==> config.mk <==
export PLATFORM = sky130hd
export DESIGN_NAME = toggle_monitor
export DESIGN_NICKNAME = d
export VERILOG_FILES = /design/src/rtl/toggle_monitor_pkg.sv /design/src/rtl/toggle_sat_counter.sv /design/src/rtl/toggle_monitor.sv
export SDC_FILE = /design/constraint.sdc
export NUM_CORES = 1
export LEC_CHECK = 0
export CAP_MARGIN = 30
export CORE_ASPECT_RATIO = 0.7
export CORE_UTILIZATION = 38
export CTS_CLUSTER_DIAMETER = 80
export DETAILED_ROUTE_END_ITERATION = 6
export PLACE_DENSITY = 0.62
export SYNTH_ARGS = -nofsm -noshare
export SYNTH_HDL_FRONTEND = slang
export SYNTH_SLANG_ARGS = --single-unit
==> constraint.sdc <==
create_clock -name CLK -period 2.8 [get_ports CLK]
set_clock_uncertainty 0.2 [all_clocks]
set_input_delay 0.28 -clock CLK [delete_from_list [all_inputs] [get_ports CLK]]
set_output_delay 0.28 -clock CLK [all_outputs]
set_load 0.01 [all_outputs]
==> src/rtl/toggle_monitor_pkg.sv <==
// rtl/toggle_monitor_pkg.sv - shared state encoding and default widths for toggle_monitor
package toggle_monitor_pkg;

    typedef enum logic [1:0] {
        ST_IDLE    = 2'd0,
        ST_MEASURE = 2'd1,
        ST_REPORT  = 2'd2
    } state_t;

    localparam int DEF_CNT_W = 16;
    localparam int DEF_WIN_W = 16;

endpackage

==> src/rtl/toggle_sat_counter.sv <==
// rtl/toggle_sat_counter.sv - clearable up-counter that clamps at all-ones
module toggle_sat_counter #(
    parameter int CNT_W = 16
) (
    input  logic             i_clk,
    input  logic             i_resetn,
    input  logic             i_clear,
    input  logic             i_inc,
    output logic [CNT_W-1:0] o_value,
    output logic             o_sat
);

    logic [CNT_W-1:0] r_value;
    logic             w_at_max;

    assign w_at_max = &r_value;
    // Flags an increment that was swallowed because the counter is already full.
    assign o_sat    = i_inc & w_at_max;
    assign o_value  = r_value;

    always_ff @(posedge i_clk) begin
        if (!i_resetn) begin
            r_value <= '0;
        end else if (i_clear) begin
            r_value <= '0;
        end else if (i_inc && !w_at_max) begin
            r_value <= r_value + CNT_W'(1);
        end
    end

endmodule

==> src/rtl/toggle_monitor.sv <==
// rtl/toggle_monitor.sv - windowed rise/fall/high counter for a cell output; TOGGLE_MONITOR_SYNC_EN adds a 2-flop input synchronizer
module toggle_monitor
    import toggle_monitor_pkg::*;
#(
    parameter int CNT_W = DEF_CNT_W,
    parameter int WIN_W = DEF_WIN_W
) (
    input  logic             CLK,
    input  logic             RSTB,
    input  logic             START,
    input  logic [WIN_W-1:0] WIN_LEN,
    input  logic             QN_IN,
    input  logic             RES_READY,
    output logic             BUSY,
    output logic             RES_VALID,
    output logic [CNT_W-1:0] RISE_CNT,
    output logic [CNT_W-1:0] FALL_CNT,
    output logic [CNT_W-1:0] HIGH_CNT,
    output logic             SAT
);

    state_t           r_state;
    state_t           w_next;
    logic [WIN_W-1:0] r_remain;
    logic             r_first;
    logic             r_prev;
    logic             r_sat;
    logic             w_qn;
    logic             w_start_ok;
    logic             w_sample;
    logic             w_last;
    logic             w_clear;
    logic             w_rise_inc;
    logic             w_fall_inc;
    logic             w_high_inc;
    logic             w_rise_sat;
    logic             w_fall_sat;
    logic             w_high_sat;

`ifdef TOGGLE_MONITOR_SYNC_EN
    logic [1:0] r_sync;

    always_ff @(posedge CLK) begin
        if (!RSTB) begin
            r_sync <= 2'b00;
        end else begin
            r_sync <= {r_sync[0], QN_IN};
        end
    end

    assign w_qn = r_sync[1];
`else
    assign w_qn = QN_IN;
`endif

    assign w_start_ok = START && (WIN_LEN != '0);
    assign w_sample   = (r_state == ST_MEASURE);
    assign w_last     = w_sample && (r_remain == WIN_W'(1));
    assign w_clear    = (r_state == ST_IDLE) && w_start_ok;

    // The first sample of a window only establishes the baseline level.
    assign w_rise_inc = w_sample && !r_first && !r_prev &&  w_qn;
    assign w_fall_inc = w_sample && !r_first &&  r_prev && !w_qn;
    assign w_high_inc = w_sample && w_qn;

    always_comb begin
        w_next = r_state;
        case (r_state)
            ST_IDLE:    if (w_start_ok) w_next = ST_MEASURE;
            ST_MEASURE: if (w_last)     w_next = ST_REPORT;
            ST_REPORT:  if (RES_READY)  w_next = ST_IDLE;
            default:    w_next = ST_IDLE;
        endcase
    end

    always_ff @(posedge CLK) begin
        if (!RSTB) begin
            r_state  <= ST_IDLE;
            r_remain <= '0;
            r_first  <= 1'b0;
            r_prev   <= 1'b0;
            r_sat    <= 1'b0;
        end else begin
            r_state <= w_next;
            if (w_clear) begin
                r_remain <= WIN_LEN;
                r_first  <= 1'b1;
                r_sat    <= 1'b0;
            end else if (w_sample) begin
                r_remain <= r_remain - WIN_W'(1);
                r_first  <= 1'b0;
                r_prev   <= w_qn;
                r_sat    <= r_sat | w_rise_sat | w_fall_sat | w_high_sat;
            end
        end
    end

    toggle_sat_counter #(.CNT_W(CNT_W)) u_rise_cnt (
        .i_clk    (CLK),
        .i_resetn (RSTB),
        .i_clear  (w_clear),
        .i_inc    (w_rise_inc),
        .o_value  (RISE_CNT),
        .o_sat    (w_rise_sat)
    );

    toggle_sat_counter #(.CNT_W(CNT_W)) u_fall_cnt (
        .i_clk    (CLK),
        .i_resetn (RSTB),
        .i_clear  (w_clear),
        .i_inc    (w_fall_inc),
        .o_value  (FALL_CNT),
        .o_sat    (w_fall_sat)
    );

    toggle_sat_counter #(.CNT_W(CNT_W)) u_high_cnt (
        .i_clk    (CLK),
        .i_resetn (RSTB),
        .i_clear  (w_clear),
        .i_inc    (w_high_inc),
        .o_value  (HIGH_CNT),
        .o_sat    (w_high_sat)
    );

    assign BUSY      = (r_state != ST_IDLE);
    assign RES_VALID = (r_state == ST_REPORT);
    assign SAT       = r_sat;

endmodule
==> flow_summary.toml, run 1 <==
[outcome]
outcome = "complete, no violations"

[min_path]
hold_class = "reg -> reg"
worstHoldEndpoint = "r_remain[1]$_SDFFE_PN0P_"
worst_hold_startpoint = "r_remain[1]$_SDFFE_PN0P_"
whs_path_depth = 2

[timing]
setup_slack_ns = 0.498
finalWorstPathRequiredPeriod_ns = 2.30
finalHoldViolCount = 0
final-setup-viol-count = 0
unrepaired_setup_endpoints_after_global_routing = "no"
clock.fmax_mhz = 434
min_period_over_period_pct = 82.2
tns_ns = 0
timing_worst_slew_pin_value_ns = 0.650
report.final.slew_viol_count = 0
relSlewSlack_pct = 56.2

[layout]
layout.cell_area.non_filler_mm2 = 0.00497
end_of_flow_core_utilization_pct = 53.3
area_growth_pct = 32.1
final_net_count = 567
layout.filler_cells = 885
final_cell_mix = "sky130_fd_sc_hd__clkdlybuf4s50_1, sky130_fd_sc_hd__dfxtp_1, sky130_fd_sc_hd__a21oi_1"
insertedDiodeCount = 0
drive_above_1_share_pct = 8.24
final_cell_count_no_fill = 670
layout.cells.most_common = "sky130_fd_sc_hd__clkdlybuf4s50_1"

[yosys]
synth_area_mm2 = 0.00376
synth_top_cells_by_area = "sky130_fd_sc_hd__dfxtp_1, sky130_fd_sc_hd__a21oi_1, sky130_fd_sc_hd__o31ai_1, sky130_fd_sc_hd__or4_1, sky130_fd_sc_hd__nand3_1"
yosys_warnings = 0
synth.avg_cell_area_um2 = 8.08
dominantRegCellSynth = "sky130_fd_sc_hd__dfxtp_1"
cell_count_after_synthesis = 466
synth-edff-count = 0
synth_top_area_cell = "sky130_fd_sc_hd__dfxtp_1"
share_of_yosys_cell_area_claimed_by_the_top_area_cell_type_pct = 36.7
post_synthesis_cell_type_count = 61
synth_sequential_area_ratio_pct = 36.7
postSynthNetCount = 492
synth-async-reset-ratio_pct = 0
number_of_synthesized_register_bits = 69

[cts]
postCtsSetupBuffers = 0
cts_root_buffer = "sky130_fd_sc_hd__clkbuf_16"
number_of_buffers_inserted_by_hold_repair_at_cts = 0
htreeDepth = 3
cts_inserted_buffers = 9
cts.reportedPaths.clkPinSlew_ns = 0.06
ctsLongestPathBuffers = 2
sinks_on_the_clock_net = 69
insertion_delay_ns = 0.34
cts-resized-gates = 0
clock_tree_from_tritoncts = "yes"

[critical_path]
cp-end-kind = "flop"
cell_chain_of_the_critical_path = "nor2b_1 > buf_4 > nand3_1 > or4_1 > a21oi_1"
r2r_setup_slack_ns = 0.50
r2r_start = "r_state[0]$_SDFFE_PN0P_"
setup.worst_path.start_class = "flop"
critPathSlowestCell = "sky130_fd_sc_hd__dfxtp_1"
cp_max_fo = 12
crit_buf_inv = 1
worst_path_dominant_cell_family = "simple AND/OR/NAND/NOR gates"
worst-endpoint-required_ns = 2.86
crit_type = "reg -> reg"
worstRegToRegCells = 5
crit_path_max_incr_delay_ns = 0.58
regToRegEndpoint = "u_rise_cnt.o_value[7]$_SDFFE_PP0P_"
cp_data_arrival_time_ns = 2.36

[routing]
postRouteWirelength_um = 10900
route.detailed.vias_per_inst = 6.04
drt-wirelength-per-cell_um = 16.3
dr_total_vias = 4047
initialDrtViolationCount = 368
drcViolationCount = 0
drt_first_pass_iters = 6
antenna_violating_nets_post_route = 0

[power_and_ir_drop]
leakage_nw = 1.50
irDropWorstVdd_mv = 0.384
power.density_cell_area_mw_per_mm2 = 497

[global_route]
grt_first_pass_wirelength_um = 18200
largest_net_degree_at_the_start_of_global_routing = 47
globalRouteTotalUtil_pct = 22.0
grt.overflow.total = 0
first_global_vias = 3699
initial_antenna_violation_count = 0

[placed_design]
port-buffer-count = 71
place_hpwl_um = 7770
preCtsSetupSlack_ns = 0.201
post_dp_cell_area_mm2 = 0.00467
dpl.cell_count = 654
finalWeightedCongestion = 0.834

[die]
fp.coreArea_mm2 = 0.00933
floorplan.die_area_mm2 = 0.0103
io_pins = 72
die_width_um = 121
start_util_pct = 40.4
chipHeight_um = 85.3
placement_rows = 29

[job]
max_cap_violations = 0
## cell type report
type / instances / area (um2) / area share, %
Multi-Input combinational cell: 358 / 2230 / 44.9
Sequential cell: 69 / 1380 / 27.8
Timing Repair Buffer: 91 / 861 / 17.3
Clock buffer: 9 / 225 / 4.53
Tap cell: 124 / 155 / 3.12
Clock inverter: 7 / 73.8 / 1.49
Inverter: 12 / 45.0 / 0.906
## worst max-delay path by stage
stage,slack [ns],depth (start not counted),start,end
after global routing,0.34,5,r_state[0]$_SDFFE_PN0P_,u_rise_cnt.o_value[7]$_SDFFE_PP0P_
after CTS,0.53,3,r_state[1]$_SDFFE_PN0P_,RES_VALID
after global placement,0.26,5,QN_IN,u_high_cnt.o_value[9]$_SDFFE_PP0P_
after detailed placement,0.20,5,QN_IN,u_high_cnt.o_value[9]$_SDFFE_PP0P_
final,0.50,5,r_state[0]$_SDFFE_PN0P_,u_rise_cnt.o_value[7]$_SDFFE_PP0P_
after floorplan,0.79,6,u_high_cnt.o_value[1]$_SDFFE_PP0P_,u_high_cnt.o_value[8]$_SDFFE_PP0P_
## worst reg2reg max path: cells and delay by family, from the launching register on
kind | cells | cell delay (ns)
buffers and inverters | 1 | 0.18
AO/OA/AOI/OAI | 1 | 0.16
flip-flops | 1 | 0.58
AND/OR/NAND/NOR | 3 | 1.12
## power by group
part / switching, W / internal [W] / total, W / leakage, nW
combinational: 0.000153 / 0.000122 / 0.000275 / 0.797
clock: 0.000454 / 0.000694 / 0.00115 / 0.146
sequential: 0.0000382 / 0.00101 / 0.00105 / 0.560
total: 0.000645 / 0.00183 / 0.00247 / 1.50
## through the flow
step                hold slack, ns  power [W]
floorplan                    0.240    0.00123
global placement             0.271    0.00133
detailed placement           0.280    0.00134
CTS                          0.288    0.00249
global route                 0.303    0.00257
finish                       0.289    0.00247
## flip-flops by register name, summed over array words and instances, names as in the netlist
name	count
r_remain	16
u_fall_cnt.o_value	16
u_high_cnt.o_value	16
u_rise_cnt.o_value	16
r_state	2
SAT	1
r_first	1
r_prev	1
## metal layers
layer  vias to the layer above  part of all wire (%)  global-route usage, %
li1                       1993                     -                      -
met1                      1915                    51                   31.8
met2                       127                    42                   32.0
met3                        12                   5.6                   6.18
met4                         0                  0.71                   5.16
met5                         -                     0                      0
## synth_stat cells, types with 3 or more instances
library cell,instances
sky130_fd_sc_hd__nand3_1,28
sky130_fd_sc_hd__and2_1,3
sky130_fd_sc_hd__a2bb2oi_1,3
sky130_fd_sc_hd__inv_1,12
sky130_fd_sc_hd__a21oi_1,58
sky130_fd_sc_hd__o21ai_0,11
sky130_fd_sc_hd__or3_1,18
sky130_fd_sc_hd__o211ai_1,5
sky130_fd_sc_hd__a211oi_1,4
sky130_fd_sc_hd__or4_1,19
sky130_fd_sc_hd__nor3_1,20
sky130_fd_sc_hd__a31oi_1,9
sky130_fd_sc_hd__nand4_1,20
sky130_fd_sc_hd__nor4_1,22
sky130_fd_sc_hd__clkbuf_1,21
sky130_fd_sc_hd__mux2i_1,3
sky130_fd_sc_hd__or3b_1,4
sky130_fd_sc_hd__buf_2,5
sky130_fd_sc_hd__nand2_1,30
sky130_fd_sc_hd__dfxtp_1,69
sky130_fd_sc_hd__and3_1,4
sky130_fd_sc_hd__nor2_1,16
sky130_fd_sc_hd__ha_1,5
sky130_fd_sc_hd__nand2b_1,3
sky130_fd_sc_hd__o31ai_1,20
sky130_fd_sc_hd__a41oi_1,4
sky130_fd_sc_hd__nand4b_1,3
sky130_fd_sc_hd__and4_1,7
## logic make-up (layout without fill, tap and decap cells)
family,after synthesis,after routing,share of synthesized area (%)
AO/OA/AOI/OAI,132,132,22.1
adder cells (fa/ha/maj),5,5,1.66
XOR/XNOR,1,1,0.233
AND/OR/NAND/NOR,217,217,34.4
buffers and inverters,39,119,4.06
flip-flops,69,69,36.7
multiplexers,3,3,0.798
Note: power is estimated with default switching activity, not from simulation.
==> run 2, diff against run 1 <==
Settings changed: PLACE_DENSITY 0.62 to 0.65.
Clock period 2.8 ns to 2.1 ns, I/O delays scaled along.
==> flow_summary.toml, run 2 (synthesis gave the netlist of run 1 again) <==
[outcome]
outcome = "complete, no violations"

[routing]
postRouteWirelength_um = 11300
route.detailed.vias_per_inst = 5.92
initialDrtViolationCount = 284
drt-wirelength-per-cell_um = 15.6
drcViolationCount = 0
antenna_violating_nets_post_route = 0
dr_total_vias = 4312
drt_first_pass_iters = 5

[critical_path]
cp_max_fo = 3
setup.worst_path.start_class = "flop"
cp_data_arrival_time_ns = 2.07
crit_type = "reg -> reg"
cp-end-kind = "flop"
worst-endpoint-required_ns = 2.16
r2r_setup_slack_ns = 0.09

[timing]
timing_worst_slew_pin_value_ns = 0.705
finalHoldViolCount = 0
finalWorstPathRequiredPeriod_ns = 2.01
final-setup-viol-count = 0
min_period_over_period_pct = 95.7
unrepaired_setup_endpoints_after_global_routing = "no"
relSlewSlack_pct = 52.6
report.final.slew_viol_count = 0
clock.fmax_mhz = 498

[global_route]
grt.overflow.total = 0
globalRouteTotalUtil_pct = 23.2
largest_net_degree_at_the_start_of_global_routing = 25
grt_first_pass_wirelength_um = 19100
first_global_vias = 4015
initial_antenna_violation_count = 0

[cts]
sinks_on_the_clock_net = 69
cts.reportedPaths.clkPinSlew_ns = 0.05
cts_root_buffer = "sky130_fd_sc_hd__clkbuf_16"
cts_inserted_buffers = 9
htreeDepth = 3
clock_tree_from_tritoncts = "yes"
ctsLongestPathBuffers = 2
insertion_delay_ns = 0.34

[die]
fp.coreArea_mm2 = 0.00933
die_width_um = 121
chipHeight_um = 85.3
io_pins = 72
start_util_pct = 40.4
placement_rows = 29
floorplan.die_area_mm2 = 0.0103

[power_and_ir_drop]
leakage_nw = 1.79
power.density_cell_area_mw_per_mm2 = 604
irDropWorstVdd_mv = 0.416
post-layout-total-power_w = 0.00329

[placed_design]
finalWeightedCongestion = 0.898
port-buffer-count = 71
place_hpwl_um = 8230
post_dp_cell_area_mm2 = 0.00513

[min_path]
hold_class = "reg -> reg"

[layout]
area_growth_pct = 44.5
layout.cell_area.non_filler_mm2 = 0.00544
layout.filler_cells = 841
final_net_count = 626
insertedDiodeCount = 0
layout.cells.most_common = "sky130_fd_sc_hd__buf_4"
drive_above_1_share_pct = 17.9
final_cell_mix = "sky130_fd_sc_hd__buf_4, sky130_fd_sc_hd__clkdlybuf4s50_1, sky130_fd_sc_hd__dfxtp_1"

[job]
max_cap_violations = 0
## run 2: worst paths after layout
| kind | startpoint | end | cells after the start |
|---|---|---|---|
| max | r_remain[9]$_SDFFE_PN0P_ | r_remain[15]$_SDFFE_PN0P_ | 4 |
| min | r_remain[8]$_SDFFE_PN0P_ | r_remain[8]$_SDFFE_PN0P_ | 2 |
| max reg2reg | r_remain[9]$_SDFFE_PN0P_ | r_remain[15]$_SDFFE_PN0P_ | 4 |
| min reg2reg | r_remain[8]$_SDFFE_PN0P_ | r_remain[8]$_SDFFE_PN0P_ | 2 |
## run 2: what timing repair did
action | in CTS | in global routing
buffers inserted | 0 | 1
gates cloned | 0 | 0
resized for setup | 1 | 5
endpoints found under the setup margin | 1 | 18
hold buffers | 0 | 0
## run 2: worst max-delay path, cell delays in order, from the launching register on
cell,delay (ns)
sky130_fd_sc_hd__dfxtp_1,0.30
sky130_fd_sc_hd__or4_4,0.55
sky130_fd_sc_hd__or3_4,0.35
sky130_fd_sc_hd__or3_1,0.35
sky130_fd_sc_hd__a31oi_1,0.18
## run 2: final cells by class
type	count	area [um2]	area share [%]
sequential	69	1380	25.4
clock inverter	3	20.0	0.368
clock buffer	12	267	4.90
tap	124	155	2.85
inverter	12	45.0	0.828
timing repair buffer	150	1330	24.4
multi-input combinational	358	2240	41.2
## run 2: routing by layer
layer  GRT usage [%]  vias to the layer above  wire [um]
met5               0                        -          0
met4            6.29                        0        116
met3            6.45                       10        762
met2            34.9                      146       4900
met1            32.5                     2050       5540
li1                -                     2106          -
## run 2: metrics by stage
step | setup slack, ns | hold slack (ns) | utilization [%] | TNS, ns | std cells
finish | 0.0910 | 0.287 | 58.3 | 0 | 728
global route | 0.00489 | 0.312 | 58.3 | 0 | 728
CTS | 0.0151 | 0.283 | 58.1 | 0 | 727
detailed placement | -0.222 | 0.277 | 55.0 | -5.29 | 712
global placement | -0.195 | 0.268 | 55.0 | -4.03 | 712
floorplan | 0.0855 | 0.170 | - | 0 | 466
## run 2: report_power, final
part           internal [W]  switching, W
Combinational      0.000219      0.000223
Clock              0.000886      0.000565
Sequential          0.00135     0.0000431
==> run 3, diff against run 2 <==
Settings changed: PLACE_DENSITY 0.65 to 0.62.
==> flow_summary.toml, run 3 (synthesis gave the netlist of run 1 again) <==
[layout]
final_cell_count_no_fill = 732
insertedDiodeCount = 0
final_net_count = 629
final_cell_mix = "sky130_fd_sc_hd__buf_4, sky130_fd_sc_hd__clkdlybuf4s50_1, sky130_fd_sc_hd__dfxtp_1"
drive_above_1_share_pct = 18.3
ff_latch_area_mm2 = 0.00138
area_growth_pct = 46.2
layout.cells.most_common = "sky130_fd_sc_hd__buf_4"
layout.cell_area.non_filler_mm2 = 0.00550
area_of_the_multi_input_gates_mm2 = 0.00223
layout.filler_cells = 829

[critical_path]
setup.worst_path.start_class = "flop"
cp-end-kind = "output pin"
crit_type = "reg -> out"
regToRegEndpoint = "r_remain[15]$_SDFFE_PN0P_"
cp_data_arrival_time_ns = 1.65
r2r_start = "r_remain[10]$_SDFFE_PN0P_"
worstRegToRegCells = 4
cp_max_fo = 8
worst-endpoint-required_ns = 1.69
r2r_setup_slack_ns = 0.09

[routing]
route.detailed.vias_per_inst = 5.90
dr_total_vias = 4322
drcViolationCount = 0
antenna_violating_nets_post_route = 0
drt_first_pass_iters = 5
postRouteWirelength_um = 11700
initialDrtViolationCount = 327
drt-wirelength-per-cell_um = 16.0

[placed_design]
port-buffer-count = 71
post_dp_cell_area_mm2 = 0.00515
dpl.cell_count = 715
finalWeightedCongestion = 0.847
place_hpwl_um = 8550

[cts]
htreeDepth = 3
cts_root_buffer = "sky130_fd_sc_hd__clkbuf_16"
number_of_buffers_inserted_by_hold_repair_at_cts = 0
insertion_delay_ns = 0.34
cts.reportedPaths.clkPinSlew_ns = 0.06
cts_inserted_buffers = 9
ctsLongestPathBuffers = 2
sinks_on_the_clock_net = 69
clock_tree_from_tritoncts = "yes"

[die]
start_util_pct = 40.4
placement_rows = 29
die_width_um = 121
io_pins = 72
chipHeight_um = 85.3
fp.coreArea_mm2 = 0.00933
floorplan.die_area_mm2 = 0.0103

[global_route]
grt.overflow.total = 0
initial_antenna_violation_count = 0
grt_first_pass_wirelength_um = 19400
largest_net_degree_at_the_start_of_global_routing = 31
globalRouteTotalUtil_pct = 23.4
first_global_vias = 3993

[timing]
fin_worst_hold_slack_ns = 0.293
min_period_over_period_pct = 98.1
finalHoldViolCount = 0
timing_worst_slew_pin_value_ns = 0.668
finalWorstPathRequiredPeriod_ns = 2.06
clock.fmax_mhz = 485
final-setup-viol-count = 0
report.final.slew_viol_count = 0
relSlewSlack_pct = 55.0
unrepaired_setup_endpoints_after_global_routing = "yes"

[min_path]
worst_hold_startpoint = "r_remain[8]$_SDFFE_PN0P_"
hold_class = "reg -> reg"
worstHoldEndpoint = "r_remain[8]$_SDFFE_PN0P_"
whs_path_depth = 2

[power_and_ir_drop]
leakage_nw = 1.83
irDropWorstVdd_mv = 0.439
power.density_cell_area_mw_per_mm2 = 646

[job]
max_cap_violations = 0

[outcome]
outcome = "complete, no violations"
==> run 3: metrics by stage <==
| stage | setup TNS [ns] | util [%] | total power, W | worst slack (ns) |
|---|---|---|---|---|
| 2_1_floorplan | 0 | - | 0.00164 | 0.0855 |
| 3_3_place_gp | -3.00 | 55.3 | 0.00185 | -0.228 |
| 3_5_place_dp | -4.90 | 55.3 | 0.00186 | -0.260 |
| 4_1_cts | 0 | 58.9 | 0.00356 | 0.0284 |
| 5_1_grt | -0.00672 | 59.0 | 0.00368 | -0.00672 |
| 6_report | 0 | 59.0 | 0.00355 | 0.0394 |
==> run 3: repair_timing <==
item,4_1_cts,5_1_grt
pin swaps,0,4
setup endpoints to repair,3,5
gates resized for setup,2,2
buffers inserted,0,1
endpoints found under the hold margin,0,0
==> run 3: routing by layer <==
layer,up-vias,track usage (%),part of all wire (%)
li1,2119,-,-
met1,2020,33.2,49
met2,169,35.1,43
met3,14,5.51,6.7
met4,0,6.51,1.1
met5,-,0,0
==> run 3: final cells by class <==
cell class                 count  share of cell area (%)
timing repair buffer         153                    24.6
inverter                      12                   0.819
tap                          124                    2.82
multi-input combinational    358                    40.6
sequential                    69                    25.1
clock inverter                 6                    1.71
clock buffer                  10                    4.34
==> run 3: worst max-delay path by stage <==
stage | startpoint | to | depth (start not counted)
3_5_place_dp | QN_IN | u_high_cnt.o_value[9]$_SDFFE_PP0P_ | 5
3_3_place_gp | QN_IN | u_high_cnt.o_value[9]$_SDFFE_PP0P_ | 5
4_1_cts | r_state[0]$_SDFFE_PN0P_ | BUSY | 3
5_1_grt | r_remain[10]$_SDFFE_PN0P_ | r_remain[15]$_SDFFE_PN0P_ | 4
2_1_floorplan | u_high_cnt.o_value[1]$_SDFFE_PP0P_ | u_high_cnt.o_value[8]$_SDFFE_PP0P_ | 6
6_report | r_state[0]$_SDFFE_PN0P_ | BUSY | 3
==> run 3: critical path, cell delays in order, from the launching register on <==
cell                              delay (ns)
sky130_fd_sc_hd__dfxtp_2                0.37
sky130_fd_sc_hd__buf_4                  0.18
sky130_fd_sc_hd__or2_2                  0.29
sky130_fd_sc_hd__clkdlybuf4s50_1        0.48
==> run 3: power by group <==
| group | internal (W) | switching (W) | total, W |
|---|---|---|---|
| Sequential | 0.00135 | 0.0000446 | 0.00139 |
| Combinational | 0.000226 | 0.000232 | 0.000459 |
| Clock | 0.00108 | 0.000618 | 0.00170 |
| Total | 0.00266 | 0.000895 | 0.00355 |
